### src/rtl/mips_pipe_pkg.sv
// Shared pipeline definitions: data/ALU-op widths and forward-select encodings.
package mips_pipe_pkg;

    localparam int unsigned DATA_W     = 32;
    localparam int unsigned ALU_OP_W   = 4;
    localparam int unsigned REG_ADDR_W = 5;

    // Forward-select encodings; 2'b11 is reserved and behaves like FWD_REG.
    localparam logic [1:0] FWD_REG = 2'b00;
    localparam logic [1:0] FWD_WB  = 2'b01;
    localparam logic [1:0] FWD_MEM = 2'b10;

    // Decoded control bits carried alongside an instruction.
    typedef struct packed {
        logic alu_src;
        logic mem_to_reg;
        logic mem_wr;
        logic reg_wr;
    } ex_ctrl_t;

endpackage

### src/rtl/fwd_mux.sv
// 3:1 operand forwarding mux; the reserved select value picks the register operand.
module fwd_mux
    import mips_pipe_pkg::*;
(
    input  logic [1:0]        sel_i,
    input  logic [DATA_W-1:0] reg_data_i,
    input  logic [DATA_W-1:0] wb_data_i,
    input  logic [DATA_W-1:0] mem_data_i,
    output logic [DATA_W-1:0] data_o
);

    // Select the operand source.
    always_comb begin
        data_o = reg_data_i;
        case (sel_i)
            FWD_WB:  data_o = wb_data_i;
            FWD_MEM: data_o = mem_data_i;
            default: data_o = reg_data_i;
        endcase
    end

endmodule

### src/rtl/iss_ex_stage.sv
// Issue -> EX pipeline register with operand forwarding.
// Stall holds the instruction but freezes the forwarded operands on the first
// stall cycle, since MEM/WB will move on while EX is held.
// Optional performance counters are built when ISS_EX_PERF_CNT_EN is defined.
module iss_ex_stage
    import mips_pipe_pkg::*;
(
    input  logic                  clk,
    input  logic                  rst_n,

    input  logic                  valid_iss_i,
    input  logic [REG_ADDR_W-1:0] rs_iss_i,
    input  logic [REG_ADDR_W-1:0] rt_iss_i,
    input  logic [REG_ADDR_W-1:0] rd_iss_i,
    input  logic [DATA_W-1:0]     rs_data_iss_i,
    input  logic [DATA_W-1:0]     rt_data_iss_i,
    input  logic [DATA_W-1:0]     imm_iss_i,
    input  logic [ALU_OP_W-1:0]   alu_op_iss_i,
    input  logic                  alu_src_iss_i,
    input  logic                  mem_to_reg_iss_i,
    input  logic                  mem_wr_iss_i,
    input  logic                  reg_wr_iss_i,

    input  logic                  flush_ex_hz_i,
    input  logic                  stall_ex_hz_i,
    input  logic [1:0]            fwd_p1_hz_i,
    input  logic [1:0]            fwd_p2_hz_i,
    input  logic [DATA_W-1:0]     alu_res_mem_i,
    input  logic [DATA_W-1:0]     wr_data_wb_i,

    output logic                  valid_ex_o,
    output logic [REG_ADDR_W-1:0] rs_ex_hz_o,
    output logic [REG_ADDR_W-1:0] rt_ex_hz_o,
    output logic [REG_ADDR_W-1:0] rd_ex_o,
    output logic                  mem_to_reg_ex_hz_o,
    output logic                  reg_wr_ex_o,
    output logic                  mem_wr_ex_o,
    output logic [ALU_OP_W-1:0]   alu_op_ex_o,
    output logic [DATA_W-1:0]     op1_ex_o,
    output logic [DATA_W-1:0]     op2_ex_o,
    output logic [DATA_W-1:0]     store_data_ex_o,
    output logic [DATA_W-1:0]     bubble_cnt_o,
    output logic [DATA_W-1:0]     stall_cnt_o
);

    logic                  valid_q;
    logic [REG_ADDR_W-1:0] rs_q, rt_q, rd_q;
    logic [DATA_W-1:0]     rs_data_q, rt_data_q, imm_q;
    logic [ALU_OP_W-1:0]   alu_op_q;
    ex_ctrl_t              ctrl_q;
    logic                  capt_q;

    logic [1:0]            sel_p1, sel_p2;
    logic [DATA_W-1:0]     fwd_rs, fwd_rt;

    // Once operands are captured, the stored values are already the forwarded ones.
    always_comb begin
        sel_p1 = capt_q ? FWD_REG : fwd_p1_hz_i;
        sel_p2 = capt_q ? FWD_REG : fwd_p2_hz_i;
    end

    fwd_mux u_fwd_rs (
        .sel_i      (sel_p1),
        .reg_data_i (rs_data_q),
        .wb_data_i  (wr_data_wb_i),
        .mem_data_i (alu_res_mem_i),
        .data_o     (fwd_rs)
    );

    fwd_mux u_fwd_rt (
        .sel_i      (sel_p2),
        .reg_data_i (rt_data_q),
        .wb_data_i  (wr_data_wb_i),
        .mem_data_i (alu_res_mem_i),
        .data_o     (fwd_rt)
    );

    // EX pipeline register: flush > stall (with one-shot operand capture) > load.
    always_ff @(posedge clk or negedge rst_n) begin
        if (!rst_n) begin
            valid_q   <= 1'b0;
            rs_q      <= '0;
            rt_q      <= '0;
            rd_q      <= '0;
            rs_data_q <= '0;
            rt_data_q <= '0;
            imm_q     <= '0;
            alu_op_q  <= '0;
            ctrl_q    <= '0;
            capt_q    <= 1'b0;
        end else if (flush_ex_hz_i) begin
            // Data fields are left as-is; only the bits that make the slot live are cleared.
            valid_q           <= 1'b0;
            ctrl_q.reg_wr     <= 1'b0;
            ctrl_q.mem_wr     <= 1'b0;
            ctrl_q.mem_to_reg <= 1'b0;
            capt_q            <= 1'b0;
        end else if (stall_ex_hz_i) begin
            if (!capt_q) begin
                rs_data_q <= fwd_rs;
                rt_data_q <= fwd_rt;
                capt_q    <= 1'b1;
            end
        end else begin
            valid_q           <= valid_iss_i;
            rs_q              <= rs_iss_i;
            rt_q              <= rt_iss_i;
            rd_q              <= rd_iss_i;
            rs_data_q         <= rs_data_iss_i;
            rt_data_q         <= rt_data_iss_i;
            imm_q             <= imm_iss_i;
            alu_op_q          <= alu_op_iss_i;
            ctrl_q.alu_src    <= alu_src_iss_i;
            ctrl_q.mem_to_reg <= mem_to_reg_iss_i;
            ctrl_q.mem_wr     <= mem_wr_iss_i;
            ctrl_q.reg_wr     <= reg_wr_iss_i;
            capt_q            <= 1'b0;
        end
    end

    // Outputs: register fields, valid-qualified controls, forwarded operands.
    always_comb begin
        valid_ex_o         = valid_q;
        rs_ex_hz_o         = rs_q;
        rt_ex_hz_o         = rt_q;
        rd_ex_o            = rd_q;
        alu_op_ex_o        = alu_op_q;
        mem_to_reg_ex_hz_o = valid_q & ctrl_q.mem_to_reg;
        reg_wr_ex_o        = valid_q & ctrl_q.reg_wr;
        mem_wr_ex_o        = valid_q & ctrl_q.mem_wr;
        op1_ex_o           = fwd_rs;
        op2_ex_o           = ctrl_q.alu_src ? imm_q : fwd_rt;
        store_data_ex_o    = fwd_rt;
    end

`ifdef ISS_EX_PERF_CNT_EN
    logic [DATA_W-1:0] bubble_cnt_q, stall_cnt_q;

    // Bubble counts flush edges; stall counts stall edges not overridden by flush.
    always_ff @(posedge clk or negedge rst_n) begin
        if (!rst_n) begin
            bubble_cnt_q <= '0;
            stall_cnt_q  <= '0;
        end else if (flush_ex_hz_i) begin
            bubble_cnt_q <= bubble_cnt_q + 1'b1;
        end else if (stall_ex_hz_i) begin
            stall_cnt_q <= stall_cnt_q + 1'b1;
        end
    end

    assign bubble_cnt_o = bubble_cnt_q;
    assign stall_cnt_o  = stall_cnt_q;
`else
    assign bubble_cnt_o = '0;
    assign stall_cnt_o  = '0;
`endif

endmodule

### config.mk
export PLATFORM = sky130hd
export DESIGN_NAME = iss_ex_stage
export DESIGN_NICKNAME = d
export VERILOG_FILES = /design/src/rtl/mips_pipe_pkg.sv /design/src/rtl/fwd_mux.sv /design/src/rtl/iss_ex_stage.sv
export SDC_FILE = /design/constraint.sdc
export NUM_CORES = 1
export LEC_CHECK = 0
export BUFFER_PORTS_ARGS = -buffer_cell sky130_fd_sc_hd__buf_2
export CORE_AREA = 2 2 145 147
export DETAILED_ROUTE_END_ITERATION = 12
export DIE_AREA = 0 0 147 149
export HOLD_SLACK_MARGIN = 0.05
export PLACE_DENSITY = 0.7
export REMOVE_ABC_BUFFERS = 1
export SYNTH_ARGS = -nofsm -noshare
export SYNTH_HDL_FRONTEND = slang
export SYNTH_SLANG_ARGS = --single-unit
export TNS_END_PERCENT = 20
### constraint.sdc
create_clock -name clk -period 2.96 [get_ports clk]
set_input_delay 0.444 -clock clk [delete_from_list [all_inputs] [get_ports clk]]
set_output_delay 0.444 -clock clk [all_outputs]
set_load 0.03 [all_outputs]
==> results of run 1 <==
final cells by class:
| cell class | instances | area [um^2] | area share [%] |
|---|---|---|---|
| flip-flops and latches | 121 | 3030 | 30.8 |
| repair buffers | 332 | 1870 | 19.1 |
| well taps | 275 | 344 | 3.50 |
| clock inverters | 13 | 168 | 1.71 |
| clock buffers | 19 | 453 | 4.61 |
| inverters | 68 | 255 | 2.60 |
| multi-input cells | 433 | 3700 | 37.7 |
per-layer routing:
layer / part of all wire [%] / vias up / GRT usage [%]
met4: 1.2 / 0 / 4.57
met1: 41 / 3137 / 24.6
li1: - / 2897 / -
met2: 50 / 272 / 34.3
met3: 7.0 / 15 / 5.32
met5: 0 / - / 0
Yosys cell counts, types with 4 or more instances:
cell type | n | area share (%)
dfrtp_1 | 121 | 41
ha_1 | 4 | 0.67
buf_2 | 17 | 1.1
a21oi_1 | 4 | 0.27
clkbuf_1 | 25 | 1.3
mux2i_1 | 65 | 8.7
nor2_2 | 31 | 2.6
nor2_1 | 6 | 0.30
o221ai_2 | 29 | 5.8
a221o_1 | 32 | 4.3
mux2_2 | 87 | 13
inv_1 | 68 | 3.4
a22oi_1 | 61 | 6.1
buf_4 | 65 | 6.5
nand2_1 | 29 | 1.5
buf_6 | 9 | 1.4
per-stage QoR:
stage                     setup WS [ps]  cells  setup TNS, ps  area, um^2  total power [uW]
after floorplan                   -1270    622         -88060        6920              3540
after global placement              115   1225              0        9080              4200
after detailed placement           65.1   1225              0        9080              4230
after CTS                          10.9   1258              0        9730              6460
after global routing               5.79   1261              0        9830              6740
final                               104   1261              0        9830              6440
worst max-delay path, delay by kind of cell (launching register included):
family	cells	cell delay, ps
mux	2	550
fa+ha+maj	1	190
flops	1	450
compound gates	1	250
simple gates	1	220
buf+inv	2	340
registers in the layout (all words and copies together) (netlist names):
name         flops
alu_op_ex_o      4
imm_q           32
rs_data_q       32
rt_ex_hz_o       5
rs_ex_hz_o       5
ctrl_q           4
rt_data_q       32
rd_ex_o          5
valid_ex_o       1
capt_q           1
path summary, 6_finish.rpt:
kind	from	to	slack (ps)	cells past startpoint
min in group asynchronous	rst_n	rt_data_q[13]$_DFFE_PN0P_	560	2
hold / removal	rt_data_iss_i[7]	rt_data_q[7]$_DFFE_PN0P_	240	3
hold reg to reg	rt_ex_hz_o[4]$_DFFE_PN0P_	rt_ex_hz_o[4]$_DFFE_PN0P_	500	1
setup reg to reg	capt_q$_DFF_PN0_	rt_data_q[25]$_DFFE_PN0P_	580	6
max in group asynchronous	rst_n	rd_ex_o[3]$_DFFE_PN0P_	1640	3
setup / recovery	capt_q$_DFF_PN0_	op2_ex_o[26]	100	7
cells in the final DEF, fill, tap and decap left out, types with 2 or more instances in the layout:
master,netlist,final
mux2i_1,65,62
nor2b_1,3,2
inv_1,68,68
nand2_1,29,29
conb_1,1,64
o22ai_1,2,2
buf_4,65,10
buf_2,17,309
bufinv_16,0,3
nor2_1,6,6
ha_4,0,2
clkinvlp_4,0,5
buf_12,0,10
clkbuf_16,0,17
or2_2,2,2
a22oi_1,61,60
dfrtp_1,121,119
mux2i_2,0,3
a221o_1,32,32
a22o_1,3,3
o221ai_2,29,29
nand2b_1,3,2
dfrtp_2,0,2
inv_6,0,3
a21oi_1,4,3
clkbuf_8,0,2
nor2_2,31,30
mux2_2,87,87
and2_1,3,3
ha_2,0,2
power by group through the flow:
stage | sequential [uW] | clock, uW | combinational [uW]
after floorplan | 2100 | 0 | 1440
after global placement | 2040 | 0 | 2160
after detailed placement | 2050 | 0 | 2180
after CTS | 2030 | 2240 | 2190
after global routing | 2060 | 2330 | 2350
final | 2030 | 2200 | 2210
kinds of logic after synthesis:
family | synth area share [%]
other cells | 0.0503
mux | 21.9
simple gates | 5.61
compound gates | 17.4
buf+inv | 13.7
flops | 40.6
fa+ha+maj | 0.672
what timing repair did:
| action | CTS | global route |
|---|---|---|
| hold endpoints to repair | 36 | 0 |
| endpoints found under the setup margin | 64 | 31 |
| setup buffers | 0 | 3 |
| hold buffers | 1 | 0 |
| gates resized for setup | 3 | 7 |
| pin swaps | 1 | 1 |
==> flow_metrics.py, run 1 <==
metrics = {
    "outcome": {
        "status": "finished, final reports clean",
    },
    "layout": {
        "post-route-util_pct": 47.8,
        "area_delta_synth_final_pct": 31.9,
        "n_fill_cell": 1946,
        "nets": 1169,
        "diodes": 0,
        "layout-drive-gt1-share_pct": 53.5,
    },
    "route": {
        "routed_wl_mm": 22.4,
        "vias": 6321,
        "drt_iter0_markers": 331,
        "dr.pass1.iters": 5,
        "drc": 0,
        "vias_per_cell": 5.01,
        "drt-wirelength-per-cell_um": 17.7,
        "ant_nets": 0,
    },
    "sta": {
        "skew_ps": 13.0,
        "slew_headroom_pct": 39.3,
        "finalCriticalPeriod_ps": 2860,
        "period_share_pct": 96.5,
        "rsz0062_at_grt": "no",
        "max_freq_ghz": 0.350,
        "hold_viol_final": 0,
        "worst_pin_slew_ps": 911,
        "slew_violations": 0,
        "hold_ws_ps": 244,
        "setup_viol": 0,
    },
    "clocking": {
        "htreeDepth": 4,
        "cts_tree": "yes",
        "cts_inserted_buffers": 17,
        "root_buffer": "clkbuf_16",
        "cts_buffer_depth": 2,
        "insertion_delay_ps": 410,
        "clock-sinks": 121,
        "cts.clk_slew.worst_paths_ps": 60,
    },
    "power_and_ir_drop": {
        "clkPwrFrac_pct": 34.1,
        "power_frac_comb_pct": 34.4,
        "leakage_uw": 0.00489,
        "p_sw_uw": 2350,
        "peakVddDrop_mv": 0.354,
        "switching_share_pct": 36.6,
        "power_frac_seq_pct": 31.5,
        "p_int_uw": 4080,
        "powerDensity_nw_per_um2": 655,
    },
    "floorplanning": {
        "initial_core_util_pct": 36.2,
        "die_w_um": 147,
        "num_io_pins": 375,
        "dieArea_um2": 21900,
        "core-area_um2": 20600,
        "die_y_um": 149,
        "rows": 53,
    },
    "yosys": {
        "synthArstFlopShare_pct": 100,
        "syn_area_um2": 7450,
        "syn_inst": 675,
        "synth_edf_count": 0,
        "ys.warnings.count": 0,
        "synth_top_flop_cell": "dfrtp_1",
        "avgSynthCellArea_um2": 11.0,
        "ys_ff_latch": 121,
        "seq_area_frac_synth_pct": 40.6,
        "synth_cell_types": 28,
    },
    "critical_path": {
        "cp.arrival_ps": 2410,
        "crit_top_cell": "mux2_2",
        "worst_path_max_delay_cell": "dfrtp_2",
        "worstPathCellList": "nand2b_1 > ha_4 > buf_12 > a22o_1 > mux2_2 > mux2_2 > buf_2",
        "crit_path_max_fanout": 32,
        "cpPeakStageDelay_ps": 450,
        "required_ps": 2520,
        "worstSetupStartpointType": "flop",
        "critical_path_class": "flop to output pin",
        "worstSetupEndpointType": "output pin",
    },
    "global_route": {
        "antenna_found_initial": 0,
        "grt_overflow": 0,
        "grt_pass1_vias": 6179,
        "grt_max_degree": 60,
        "grt_first_pass_wirelength_mm": 33.9,
        "grt.total_usage_pct": 19.7,
    },
    "placement": {
        "io_buffer_count": 310,
        "dp_hpwl_mm": 15.7,
        "place.gp.congestion": 0.776,
    },
    "min_path": {
        "hp-class": "input pin to flop",
    },
    "job": {
        "max_cap_viol_count": 0,
    },
}
(Power assumes the default switching activity.)
==> inputs of run 2 (changes only) <==
RECOVER_POWER = 100   (was default)
==> run 2 against run 1 <==
Against the previous run:
- flip-flop and latch count did not move
- cell area shrank 3.4%
- power fell by 1.5%
- critical path type unchanged
==> flow_metrics.py, run 2 (synthesized netlist as in run 1, its figures left out) <==
metrics = {
    "layout": {
        "top_regs": "imm_q x32, rs_data_q x32, rt_data_q x32",
        "final_area_um2": 9490,
        "finalNonFillerCells": 1261,
        "layout-drive-gt1-share_pct": 44.4,
        "final_cell_mix": "buf_2, dfrtp_1, mux2_2",
        "area_delta_synth_final_pct": 27.4,
        "diodes": 0,
        "final_common_cell": "buf_2",
        "nets": 1169,
    },
    "critical_path": {
        "r2r_setup_slack_ps": 180,
        "worstSetupStartpointType": "flop",
        "worstSetupEndpointType": "output pin",
        "critical_path_class": "flop to output pin",
        "required_ps": 2520,
        "cp.arrival_ps": 2410,
        "crit_path_max_fanout": 32,
    },
    "sta": {
        "max_freq_ghz": 0.350,
        "finalCriticalPeriod_ps": 2850,
        "hold_viol_final": 0,
        "slew_headroom_pct": 3.32,
        "skew_ps": 10.7,
        "slew_violations": 0,
        "rsz0062_at_grt": "no",
        "setup_viol": 0,
        "worst_pin_slew_ps": 1450,
        "period_share_pct": 96.4,
    },
    "global_route": {
        "antenna_found_initial": 0,
        "grt_overflow": 0,
        "grt_max_degree": 60,
        "grt.total_usage_pct": 19.7,
        "grt_pass1_vias": 6179,
        "grt_first_pass_wirelength_mm": 33.9,
    },
    "route": {
        "drt_iter0_markers": 310,
        "dr.pass1.iters": 5,
        "routed_wl_mm": 22.5,
        "vias_per_cell": 4.99,
        "vias": 6292,
        "ant_nets": 0,
        "drt-wirelength-per-cell_um": 17.9,
        "drc": 0,
    },
    "floorplanning": {
        "rows": 53,
        "core-area_um2": 20600,
        "initial_core_util_pct": 36.2,
        "die_y_um": 149,
        "dieArea_um2": 21900,
        "num_io_pins": 375,
        "die_w_um": 147,
    },
    "clocking": {
        "clock-sinks": 121,
        "root_buffer": "clkbuf_16",
        "cts_tree": "yes",
        "insertion_delay_ps": 410,
        "cts.clk_slew.worst_paths_ps": 60,
        "cts_buffer_depth": 2,
        "htreeDepth": 4,
        "cts_inserted_buffers": 17,
    },
    "power_and_ir_drop": {
        "powerDensity_nw_per_um2": 668,
        "peakVddDrop_mv": 0.353,
        "power_uw": 6340,
        "leakage_uw": 0.00464,
    },
    "placement": {
        "dpl_cell_area_um2": 9080,
        "io_buffer_count": 310,
        "dp.cells": 1225,
        "place.gp.congestion": 0.776,
        "dp_hpwl_mm": 15.7,
    },
    "job": {
        "max_cap_viol_count": 0,
    },
    "outcome": {
        "status": "finished, final reports clean",
    },
    "min_path": {
        "hp-class": "input pin to flop",
    },
}
run 2: metal layers:
layer,part of all wire (%),GRT usage (%)
met1,42,24.6
met2,50,34.3
met3,7.1,5.32
met4,1.4,4.57
met5,0,0
run 2: critical path: stages (launching register included):
cell and delay (ps):
dfrtp_2 450, nand2b_1 220, ha_4 190, buf_12 170, a22o_1 240, mux2_2 290
mux2_2 260, clkbuf_2 180
run 2: power by group:
part           switching [uW]  leakage, uW  total, uW  internal (uW)
combinational            1380      0.00289       2120            738
clock                     818     0.000289       2200           1380
sequential                136      0.00147       2030           1890
total                    2330      0.00464       6340           4010
run 2: path summary, 6_finish.rpt:
path	start	endpoint	depth (start not counted)
max	capt_q$_DFF_PN0_	op2_ex_o[26]	7
min in group asynchronous	rst_n	rt_data_q[13]$_DFFE_PN0P_	2
max in group asynchronous	rst_n	capt_q$_DFF_PN0_	3
max reg2reg	capt_q$_DFF_PN0_	rs_data_q[3]$_DFFE_PN0P_	6
min reg2reg	rt_ex_hz_o[4]$_DFFE_PN0P_	rt_ex_hz_o[4]$_DFFE_PN0P_	1
min	rt_data_iss_i[13]	rt_data_q[13]$_DFFE_PN0P_	3
run 2: repair_timing:
item	in CTS	in global routing
setup buffers	0	3
pin swaps	1	1
setup endpoints to repair	64	31
hold buffers	1	0
hold endpoints to repair	36	0
gates resized for setup	3	7
run 2: cell type report:
cell class              count  area [um^2]
fillers                  2024        11100
multi-input cells         433         3510
flip-flops and latches    121         3030
repair buffers            332         1730
clock buffers              19          453
well taps                 275          344
inverters                  68          255
clock inverters            13          168
run 2: per-stage QoR:
stage,utilization [%],hold slack [ps],TNS [ps],setup WS (ps)
2_1_floorplan,-,148,-88060,-1270
3_3_place_gp,44.2,469,0,115
3_5_place_dp,44.2,468,0,65.1
4_1_cts,47.3,224,0,10.9
5_1_grt,46.2,235,0,16.6
6_report,46.2,247,0,107
